--- src/rtl/control_unit.sv ---
// control_unit: multicycle control FSM for the MIPS-subset datapath.
// Outputs are decoded from the state register. Write-back selects use the
// IR opcode/funct, which stays stable for the whole instruction.
// Optional feature macro: CONTROL_UNIT_OVF_EXC_EN enables the arithmetic
// overflow exception for add/sub/addi.
// Mux select encodings (datapath input index):
//   ALUSrcA: 0=PC 1=A        ALUSrcB: 0=B 1=4 2=sext(imm) 3=sext(imm)<<2
//   IorD:    0=PC 1=ALUOut 2=exception vector
//   PCSource:0=ALU 1=ALUOut 2=jump concat 3=A 4=MDR byte
//   DataSrc: 0=ALUOut 1=MDR 2=HI 3=LO 4=imm<<16
//   RegDst:  0=rt 1=rd       SSControl: 0=word
//   ExcpCtrl:0=EXC_OPCODE_ADDR 1=EXC_OVF_ADDR 2=EXC_DIV0_ADDR
//   ALU_Control: 0=idle 1=add 2=sub 3=and
module control_unit #(
   parameter int unsigned EXC_OPCODE_ADDR = 253,
   parameter int unsigned EXC_OVF_ADDR    = 254,
   parameter int unsigned EXC_DIV0_ADDR   = 255
) (
   input  logic       clock,
   input  logic       reset,
   input  logic [5:0] opcode,
   input  logic [5:0] funct,
   input  logic       overflow,
   input  logic       zr,
   input  logic       div_by0,
   input  logic       done,
   output logic       PCWrite,
   output logic       MemWrite,
   output logic       IRWrite,
   output logic       RegWrite,
   output logic       ABWrite,
   output logic       ALUOutControl,
   output logic       MDRWrite,
   output logic       HIWrite,
   output logic       LOWrite,
   output logic       EPCWrite,
   output logic       HDControl,
   output logic [2:0] ALU_Control,
   output logic [1:0] ALUSrcA,
   output logic [1:0] ALUSrcB,
   output logic [1:0] SSControl,
   output logic [1:0] ExcpCtrl,
   output logic [2:0] RegDst,
   output logic [2:0] IorD,
   output logic [2:0] PCSource,
   output logic [3:0] DataSrc,
   output logic [5:0] state_dbg
);

   // The datapath holds the vectors in single memory bytes.
   if (EXC_OPCODE_ADDR > 255 || EXC_OVF_ADDR > 255 || EXC_DIV0_ADDR > 255) begin : g_bad_vec
      $error("control_unit: exception vector addresses must fit in one byte");
   end

   typedef enum logic [5:0] {
      ST_RESET      = 6'd0,
      ST_FETCH      = 6'd1,
      ST_FETCH_WAIT = 6'd2,
      ST_IR         = 6'd3,
      ST_DECODE     = 6'd4,
      ST_R_EXEC     = 6'd5,
      ST_R_WB       = 6'd6,
      ST_MD_START   = 6'd7,
      ST_MD_WAIT    = 6'd8,
      ST_MD_WB      = 6'd9,
      ST_JR         = 6'd10,
      ST_I_EXEC     = 6'd11,
      ST_I_WB       = 6'd12,
      ST_BR         = 6'd13,
      ST_ADDR       = 6'd14,
      ST_MEM_RD     = 6'd15,
      ST_MEM_WAIT   = 6'd16,
      ST_MDR        = 6'd17,
      ST_LW_WB      = 6'd18,
      ST_SW         = 6'd19,
      ST_J          = 6'd20,
      ST_EXC_OPCODE = 6'd21,
`ifdef CONTROL_UNIT_OVF_EXC_EN
      ST_EXC_OVF    = 6'd22,
`endif
      ST_EXC_DIV0   = 6'd23,
      ST_EXC_WAIT   = 6'd24,
      ST_EXC_MDR    = 6'd25,
      ST_EXC_PC     = 6'd26
   } state_t;

   localparam logic [5:0] OP_R    = 6'h00;
   localparam logic [5:0] OP_J    = 6'h02;
   localparam logic [5:0] OP_BEQ  = 6'h04;
   localparam logic [5:0] OP_BNE  = 6'h05;
   localparam logic [5:0] OP_ADDI = 6'h08;
   localparam logic [5:0] OP_LUI  = 6'h0F;
   localparam logic [5:0] OP_LW   = 6'h23;
   localparam logic [5:0] OP_SW   = 6'h2B;

   localparam logic [5:0] FN_JR   = 6'h08;
   localparam logic [5:0] FN_MFHI = 6'h10;
   localparam logic [5:0] FN_MFLO = 6'h12;
   localparam logic [5:0] FN_MULT = 6'h18;
   localparam logic [5:0] FN_DIV  = 6'h1A;
   localparam logic [5:0] FN_ADD  = 6'h20;
   localparam logic [5:0] FN_SUB  = 6'h22;
   localparam logic [5:0] FN_AND  = 6'h24;

   localparam logic [2:0] ALU_ADD = 3'd1;
   localparam logic [2:0] ALU_SUB = 3'd2;
   localparam logic [2:0] ALU_AND = 3'd3;

   state_t state_q, state_d;
   logic   hold_q, hold_d;

`ifndef CONTROL_UNIT_OVF_EXC_EN
   logic ovf_unused;
   assign ovf_unused = overflow;
`endif

   // State register; hold_q keeps ST_RESET for one cycle after release.
   always_ff @(posedge clock or posedge reset) begin
      if (reset) begin
         state_q <= ST_RESET;
         hold_q  <= 1'b1;
      end else begin
         state_q <= state_d;
         hold_q  <= hold_d;
      end
   end

   // Next-state: fetch sequence, opcode/funct dispatch, terminal returns.
   always_comb begin
      state_d = state_q;
      hold_d  = 1'b0;
      case (state_q)
         ST_RESET:      if (!hold_q) state_d = ST_FETCH;
         ST_FETCH:      state_d = ST_FETCH_WAIT;
         ST_FETCH_WAIT: state_d = ST_IR;
         ST_IR:         state_d = ST_DECODE;
         ST_DECODE: begin
            case (opcode)
               OP_R: begin
                  case (funct)
                     FN_ADD, FN_SUB, FN_AND: state_d = ST_R_EXEC;
                     FN_MULT, FN_DIV:        state_d = ST_MD_START;
                     FN_MFHI, FN_MFLO:       state_d = ST_R_WB;
                     FN_JR:                  state_d = ST_JR;
                     default:                state_d = ST_EXC_OPCODE;
                  endcase
               end
               OP_ADDI:        state_d = ST_I_EXEC;
               OP_BEQ, OP_BNE: state_d = ST_BR;
               OP_LW, OP_SW:   state_d = ST_ADDR;
               OP_LUI:         state_d = ST_I_WB;
               OP_J:           state_d = ST_J;
               default:        state_d = ST_EXC_OPCODE;
            endcase
         end
`ifdef CONTROL_UNIT_OVF_EXC_EN
         ST_R_EXEC:     state_d = (overflow && funct != FN_AND) ? ST_EXC_OVF : ST_R_WB;
         ST_I_EXEC:     state_d = overflow ? ST_EXC_OVF : ST_I_WB;
         ST_EXC_OVF:    state_d = ST_EXC_WAIT;
`else
         ST_R_EXEC:     state_d = ST_R_WB;
         ST_I_EXEC:     state_d = ST_I_WB;
`endif
         ST_MD_START:   state_d = ST_MD_WAIT;
         ST_MD_WAIT:    if (done) state_d = div_by0 ? ST_EXC_DIV0 : ST_MD_WB;
         ST_ADDR:       state_d = ST_MEM_RD;
         ST_MEM_RD:     state_d = ST_MEM_WAIT;
         ST_MEM_WAIT:   state_d = (opcode == OP_SW) ? ST_SW : ST_MDR;
         ST_MDR:        state_d = ST_LW_WB;
         ST_EXC_OPCODE,
         ST_EXC_DIV0:   state_d = ST_EXC_WAIT;
         ST_EXC_WAIT:   state_d = ST_EXC_MDR;
         ST_EXC_MDR:    state_d = ST_EXC_PC;
         ST_R_WB, ST_I_WB, ST_MD_WB, ST_JR, ST_J, ST_BR,
         ST_LW_WB, ST_SW, ST_EXC_PC:
                        state_d = ST_FETCH;
         default:       state_d = ST_RESET;
      endcase
   end

   // Output decode: everything defaults to 0 (also the reset values).
   always_comb begin
      PCWrite       = 1'b0;
      MemWrite      = 1'b0;
      IRWrite       = 1'b0;
      RegWrite      = 1'b0;
      ABWrite       = 1'b0;
      ALUOutControl = 1'b0;
      MDRWrite      = 1'b0;
      HIWrite       = 1'b0;
      LOWrite       = 1'b0;
      EPCWrite      = 1'b0;
      HDControl     = 1'b0;
      ALU_Control   = 3'd0;
      ALUSrcA       = 2'd0;
      ALUSrcB       = 2'd0;
      SSControl     = 2'd0;
      ExcpCtrl      = 2'd0;
      RegDst        = 3'd0;
      IorD          = 3'd0;
      PCSource      = 3'd0;
      DataSrc       = 4'd0;
      case (state_q)
         ST_FETCH: begin
            IorD = 3'd0; ALUSrcA = 2'd0; ALUSrcB = 2'd1; ALU_Control = ALU_ADD;
         end
         ST_IR: begin
            // PC+4 is recomputed here so it can be written without ALUOut.
            IRWrite = 1'b1; PCWrite = 1'b1; PCSource = 3'd0;
            ALUSrcA = 2'd0; ALUSrcB = 2'd1; ALU_Control = ALU_ADD;
         end
         ST_DECODE: begin
            ABWrite = 1'b1; ALUOutControl = 1'b1;
            ALUSrcA = 2'd0; ALUSrcB = 2'd3; ALU_Control = ALU_ADD;
         end
         ST_R_EXEC: begin
            ALUOutControl = 1'b1; ALUSrcA = 2'd1; ALUSrcB = 2'd0;
            case (funct)
               FN_SUB:  ALU_Control = ALU_SUB;
               FN_AND:  ALU_Control = ALU_AND;
               default: ALU_Control = ALU_ADD;
            endcase
         end
         ST_R_WB: begin
            RegWrite = 1'b1; RegDst = 3'd1;
            case (funct)
               FN_MFHI: DataSrc = 4'd2;
               FN_MFLO: DataSrc = 4'd3;
               default: DataSrc = 4'd0;
            endcase
         end
         ST_MD_START: HDControl = 1'b1;
         ST_MD_WB: begin
            HIWrite = 1'b1; LOWrite = 1'b1;
         end
         ST_JR: begin
            PCWrite = 1'b1; PCSource = 3'd3;
         end
         ST_I_EXEC, ST_ADDR: begin
            ALUOutControl = 1'b1; ALUSrcA = 2'd1; ALUSrcB = 2'd2; ALU_Control = ALU_ADD;
         end
         ST_I_WB: begin
            RegWrite = 1'b1; RegDst = 3'd0;
            DataSrc  = (opcode == OP_LUI) ? 4'd4 : 4'd0;
         end
         ST_BR: begin
            ALUSrcA = 2'd1; ALUSrcB = 2'd0; ALU_Control = ALU_SUB; PCSource = 3'd1;
            PCWrite = (opcode == OP_BEQ) ? zr : ~zr;
         end
         ST_MEM_RD:   IorD = 3'd1;
         ST_MDR:      MDRWrite = 1'b1;
         ST_LW_WB: begin
            RegWrite = 1'b1; RegDst = 3'd0; DataSrc = 4'd1;
         end
         ST_SW: begin
            MemWrite = 1'b1; IorD = 3'd1; SSControl = 2'd0;
         end
         ST_J: begin
            PCWrite = 1'b1; PCSource = 3'd2;
         end
         ST_EXC_OPCODE: begin
            EPCWrite = 1'b1; ALUSrcA = 2'd0; ALUSrcB = 2'd1; ALU_Control = ALU_SUB;
            IorD = 3'd2; ExcpCtrl = 2'd0;
         end
`ifdef CONTROL_UNIT_OVF_EXC_EN
         ST_EXC_OVF: begin
            EPCWrite = 1'b1; ALUSrcA = 2'd0; ALUSrcB = 2'd1; ALU_Control = ALU_SUB;
            IorD = 3'd2; ExcpCtrl = 2'd1;
         end
`endif
         ST_EXC_DIV0: begin
            EPCWrite = 1'b1; ALUSrcA = 2'd0; ALUSrcB = 2'd1; ALU_Control = ALU_SUB;
            IorD = 3'd2; ExcpCtrl = 2'd2;
         end
         ST_EXC_MDR:  MDRWrite = 1'b1;
         ST_EXC_PC: begin
            PCWrite = 1'b1; PCSource = 3'd4;
         end
         default: ;
      endcase
   end

   assign state_dbg = state_q;

endmodule

--- config.mk ---
export PLATFORM = sky130hd
export DESIGN_NAME = control_unit
export DESIGN_NICKNAME = d
export VERILOG_FILES = /design/src/rtl/control_unit.sv
export SDC_FILE = /design/constraint.sdc
export NUM_CORES = 1
export LEC_CHECK = 0
export CAP_MARGIN = 15
export CORE_MARGIN = 10
export CORE_UTILIZATION = 40
export DETAILED_ROUTE_END_ITERATION = 6
export GPL_TIMING_DRIVEN = 0
export PLACE_DENSITY = 0.77
export SYNTH_ARGS = -nofsm -noshare
export SYNTH_HDL_FRONTEND = slang
export SYNTH_SLANG_ARGS = --single-unit
--- constraint.sdc ---
create_clock -name clock -period 1.75 [get_ports clock]
set_input_delay 0.175 -clock clock [delete_from_list [all_inputs] [get_ports clock]]
set_output_delay 0.175 -clock clock [all_outputs]
set_load 0.03 [all_outputs]
==> Yosys cells after proc, flatten, opt, wreduce, memory -nomap -nowiden <==
Cells that the tools add are included.
{ "classes": {"n_eq_ne": 42, "mux": 29, "bitwise": 1, "n_reduce_logical": 20} }
{ "op_table": {"columns": ["op", "n"], "rows": [
  ["6-bit case mux with 17 select lines", 1],
  ["6-bit by 5-bit == test with 1-bit output (second input constant)", 14],
  ["6-bit by 4-bit == test with 1-bit output (second input constant)", 11],
  ["6-bit by 3-bit == test with 1-bit output (second input constant)", 6],
  ["6-bit case mux with 6 select lines", 1],
  ["6-bit == test (second input constant)", 5],
  ["5-bit case mux with 4 select lines", 1],
  ["6-bit by 2-bit == test with 1-bit output (second input constant)", 3],
  ["2-bit OR reduction", 8],
  ["4-bit OR reduction", 4],
  ["6-bit logical NOT", 2],
  ["1-bit 2-to-1 mux", 12],
  ["6-bit 2-to-1 mux", 2],
  ["2-bit case mux with 2 select lines", 3],
  ["2-bit case mux with 3 select lines", 2],
  ["3-bit case mux with 4 select lines", 1],
  ["3-bit case mux with 3 select lines", 1],
  ["3-bit OR reduction", 3],
  ["9-bit OR reduction", 1],
  ["6-bit by 1-bit == test with 1-bit output (second input constant)", 1],
  ["5-bit 2-to-1 mux", 1],
  ["5-bit OR reduction", 1],
  ["2-bit 2-to-1 mux", 2],
  ["2-bit != test (second input constant)", 2],
  ["4 further kinds", 4]
]} }
{ "word_totals": {"regBits": 7, "elab_cells": 94} }

==> Logic depth before layout (Yosys ltp) <==
{ "depth": {"ltp_word": 5, "ltp_mapped": 6, "ltp_nobuf": 5} }

==> Worst setup path before layout <==
OpenSTA, ideal clock, no wires.
{ "synth_timing": {"path_type": "register to output", "start": "register state_q[0], in the netlist state_dbg[0]", "end": "output DataSrc[0]", "arrival_ns": 2.319, "slack_ns": -0.744, "stages_incl_launch_ff": 7, "n_path_buf": 1, "cell_sequence": "dfrtp_1 -> clkbuf_8 -> or2_2 -> nor2_1 -> and4_1 -> nand2_1 -> o21ai_0"} }
{ "synth_via": {"elab_chain_cells": 2} }
{ "synth_rtl": {"columns": ["element", "line", "rtl"], "rows": [
  ["from (decl)", "109", "state_t state_q, state_d;"],
  ["from (signal assigned)", "123", "state_q <= state_d;"],
  ["6-bit by 5-bit == test with 1-bit output (tied with other cells)", "203", "case (state_q)"],
  ["3-bit case mux with 3 select lines (*)", "203", null],
  ["to (decl)", "46", "output logic [3:0] DataSrc,"]
]} }
Mark *: on every way between the ends. The rest lies on a longest branch, timed or not.

==> Final worst setup path <==
{ "layout_timing": {"start": "register state_q[3], in the netlist state_dbg[3]", "end": "output DataSrc[0]"} }
The elaborated chain is that of the path after synthesis.

==> reports/metrics.cfg <==
[logic_synthesis]
synth_enable_flop_cells=0
synth-seq-area-share_pct=11.28
synth-compound-area-share_pct=28.52
synth_top_family_by_area=simple AND/OR/NAND/NOR gates
synth_ff_type=dfrtp_1
synth.distinct_cells=52
synthCells=198
postSynthAreaPerCell_um2=6.780
synthXorXnorAreaFrac_pct=0.6524
synth-adder-area-share_pct=0
syn_area_um2=1343
synth_warnings=0
ys_async_sr_fraction_pct=100.0
synth_mux_area_share_pct=0
synth_seq_cells=6
yosys.area_share.simple_pct=40.07

[routing]
wirelength_um=5708
viasPerCell=5.587
vias=1838
drtPass1Iterations=5
drc=0
drtAntennaViolNets=0
first_iter_violations=268
wl_per_cell_um=17.35

[worst_setup_path]
endpoint_kind=output port
reg2reg_slack_ns=0.04
crit_path_start_kind=flip-flop
worstPathMaxFanout=9
crit_type=flip-flop to output port
cp.required_ns=1.57
arrival_ns=1.74

[place]
port_buffers=46
hpwl_um=3697
gp_congestion=0.8899

[sta]
skew_ns=0.009894
rsz0062_at_grt=yes
drv_slew=0
setup_viol=8
timing.fmax_ghz=0.5224
fin_crit_ns=1.914
final_hold_viol_count=0
final.setup.worst_slack_ns=-0.1644
tns_ns=-0.7695
hold_slack_ns=0.1403
fin_crit_sh_pct=109.4

[floorplan]
die_x_um=77.94
core_area_um2=3128
start_util_pct=42.92
die_height_um=77.94
rows=20
dieArea_um2=6074
io-pin-count=59

[cts]
cts_buffers=3
cts_root_buf=clkbuf_4
clock_latency_ns=0.24
clkTransAtPathRegs_ns=0.05
cts_buffer_depth=2
htreeDepth=1
cts_tree=yes
clkSinkCount=6

[global_routing]
grt_pass1_vias=1645
antenna_found_initial=0
grt_overflow=0
grt_pass1_wl_um=7852
groute.usage.overall_pct=15.18
grt_max_degree=11

[status]
violations=negative setup slack
status=finished with violations

[power_and_ir_drop]
p_sw_mw=2.129
irDropWorstVdd_v=0.001071
internal_power_mw=2.046
p_clk_share_pct=3.2
p_comb_share_pct=90.4
seqPwrFrac_pct=6.4
cellPowerDensity_nw_per_um2=1703
swShare_pct=51.00
leakagePower_nw=1.072

[cells_and_area]
final_net_count=304
n_antenna_cell=0
seq_area_um2=157.7
syn_to_final_growth_pct=82.67
drive_above_1_share_pct=51.23
multi_input_area_um2=1230
nFillCells=219

[hold_path]
hold_path.class=input port to asynchronous set/reset pin

[flow_run]
cap_viol_max_count=0

==> what timing repair did <==
action	in CTS	in global routing
cloned	0	1
pin swaps	8	11
endpoints found under the setup margin	28	27
resized for setup	176	63
setup buffers	13	15
hold buffers	0	0
==> metrics by stage <==
stage / utilization [%] / area (um^2) / cells / setup WS, ns / total power [mW]
final: 78.40 / 2452 / 329 / -0.1644 / 4.175
after global placement: 65.32 / 2043 / 298 / -0.9876 / 3.039
after CTS: 70.24 / 2197 / 314 / -0.1888 / 3.547
after floorplan: - / 1528 / 208 / -0.06530 / 2.260
after detailed placement: 65.32 / 2043 / 298 / -0.9765 / 3.049
after global routing: 78.40 / 2452 / 329 / -0.2166 / 4.386
==> state kept, by name (all words and copies together), names as in the netlist <==
register,flops
state_dbg,5
hold_q,1
==> worst max-delay path, stage by stage, from the launching register on <==
cell	delay, ns
dfrtp_2	0.43
clkbuf_16	0.17
nand3b_1	0.25
nor2_4	0.15
and4_4	0.24
nand2_2	0.07
o21ai_4	0.06
buf_6	0.14
==> layer usage <==
| metal | track usage (%) | vias to the layer above | wire (um) |
|---|---|---|---|
| met4 | 5.018 | 0 | 136 |
| met2 | 27.11 | 117 | 2891 |
| met3 | 2.995 | 22 | 515 |
| met5 | 0 | - | 0 |
| met1 | 17.59 | 842 | 2164 |
| li1 | - | 857 | - |
==> power groups by stage <==
| stage | Combinational [mW] | Clock (mW) | Sequential, mW |
|---|---|---|---|
| global route | 3.97 | 0.143 | 0.274 |
| global placement | 2.76 | 0 | 0.283 |
| floorplan | 1.89 | 0 | 0.371 |
| detailed placement | 2.77 | 0 | 0.283 |
| CTS | 3.14 | 0.138 | 0.269 |
| finish | 3.77 | 0.133 | 0.269 |
==> cells in the mapped netlist (3+ instances only) <==
library cell / number / area share [%]
nand3_1: 3 / 1.1
nor3_1: 3 / 1.1
nor4_1: 3 / 1.4
buf_4: 13 / 7.3
a21oi_1: 22 / 8.2
clkbuf_8: 6 / 6.2
nor2_1: 29 / 8.1
nor2b_1: 11 / 5.1
nand2_1: 21 / 5.9
inv_1: 6 / 1.7
clkbuf_1: 6 / 1.7
nor3b_1: 3 / 1.7
nand2b_1: 8 / 3.7
dfrtp_1: 5 / 9.3
nand3b_1: 4 / 2.2
o21ai_0: 8 / 3.0
==> path summary, 6_finish.rpt <==
path | depth (start not counted) | endpoint | startpoint
worst max-delay path | 7 | DataSrc[0] | state_dbg[3]
worst min-delay path | 2 | state_dbg[0] | reset
worst max register to register | 7 | state_dbg[2] | state_dbg[0]
worst min register to register | 3 | state_dbg[3] | state_dbg[1]
max in group asynchronous | 2 | hold_q | reset
min in group clock | 3 | state_dbg[0] | opcode[4]
==> kinds of logic after synthesis <==
logic type,count (synthesis)
AO/OA/AOI/OAI,57
other,1
flip-flops,6
buffers and inverters,32
XOR/XNOR,1
AND/OR/NAND/NOR,101
==> cell usage in the layout, fill, tap and decap left out, types with 3 or more instances in the layout <==
cell type and instances:
nor2b_4 4, buf_4 46, a21oi_2 6, nand2b_1 6, o21ai_0 5, nor2_2 6
clkdlybuf4s50_1 11, dfrtp_2 5, or3_4 3, buf_6 15, nor2_1 19, nand2_1 14
nand3_1 3, nor2b_1 5, buf_8 6, a21oi_1 16, nor2_4 4, buf_2 7
clkbuf_4 4, clkbuf_16 3, conb_1 11, inv_1 5, nand3b_1 4, nand2_2 7
dlygate4sd2_1 4
==> final cells by class <==
cell class,instances,area share [%]
repair buffers,74,26.89
multi-input cells,170,50.15
well taps,44,2.245
plain buffers,25,12.14
flip-flops and latches,6,6.429
clock buffers,4,1.071
inverters,6,1.071
(Power assumes the default switching activity.)
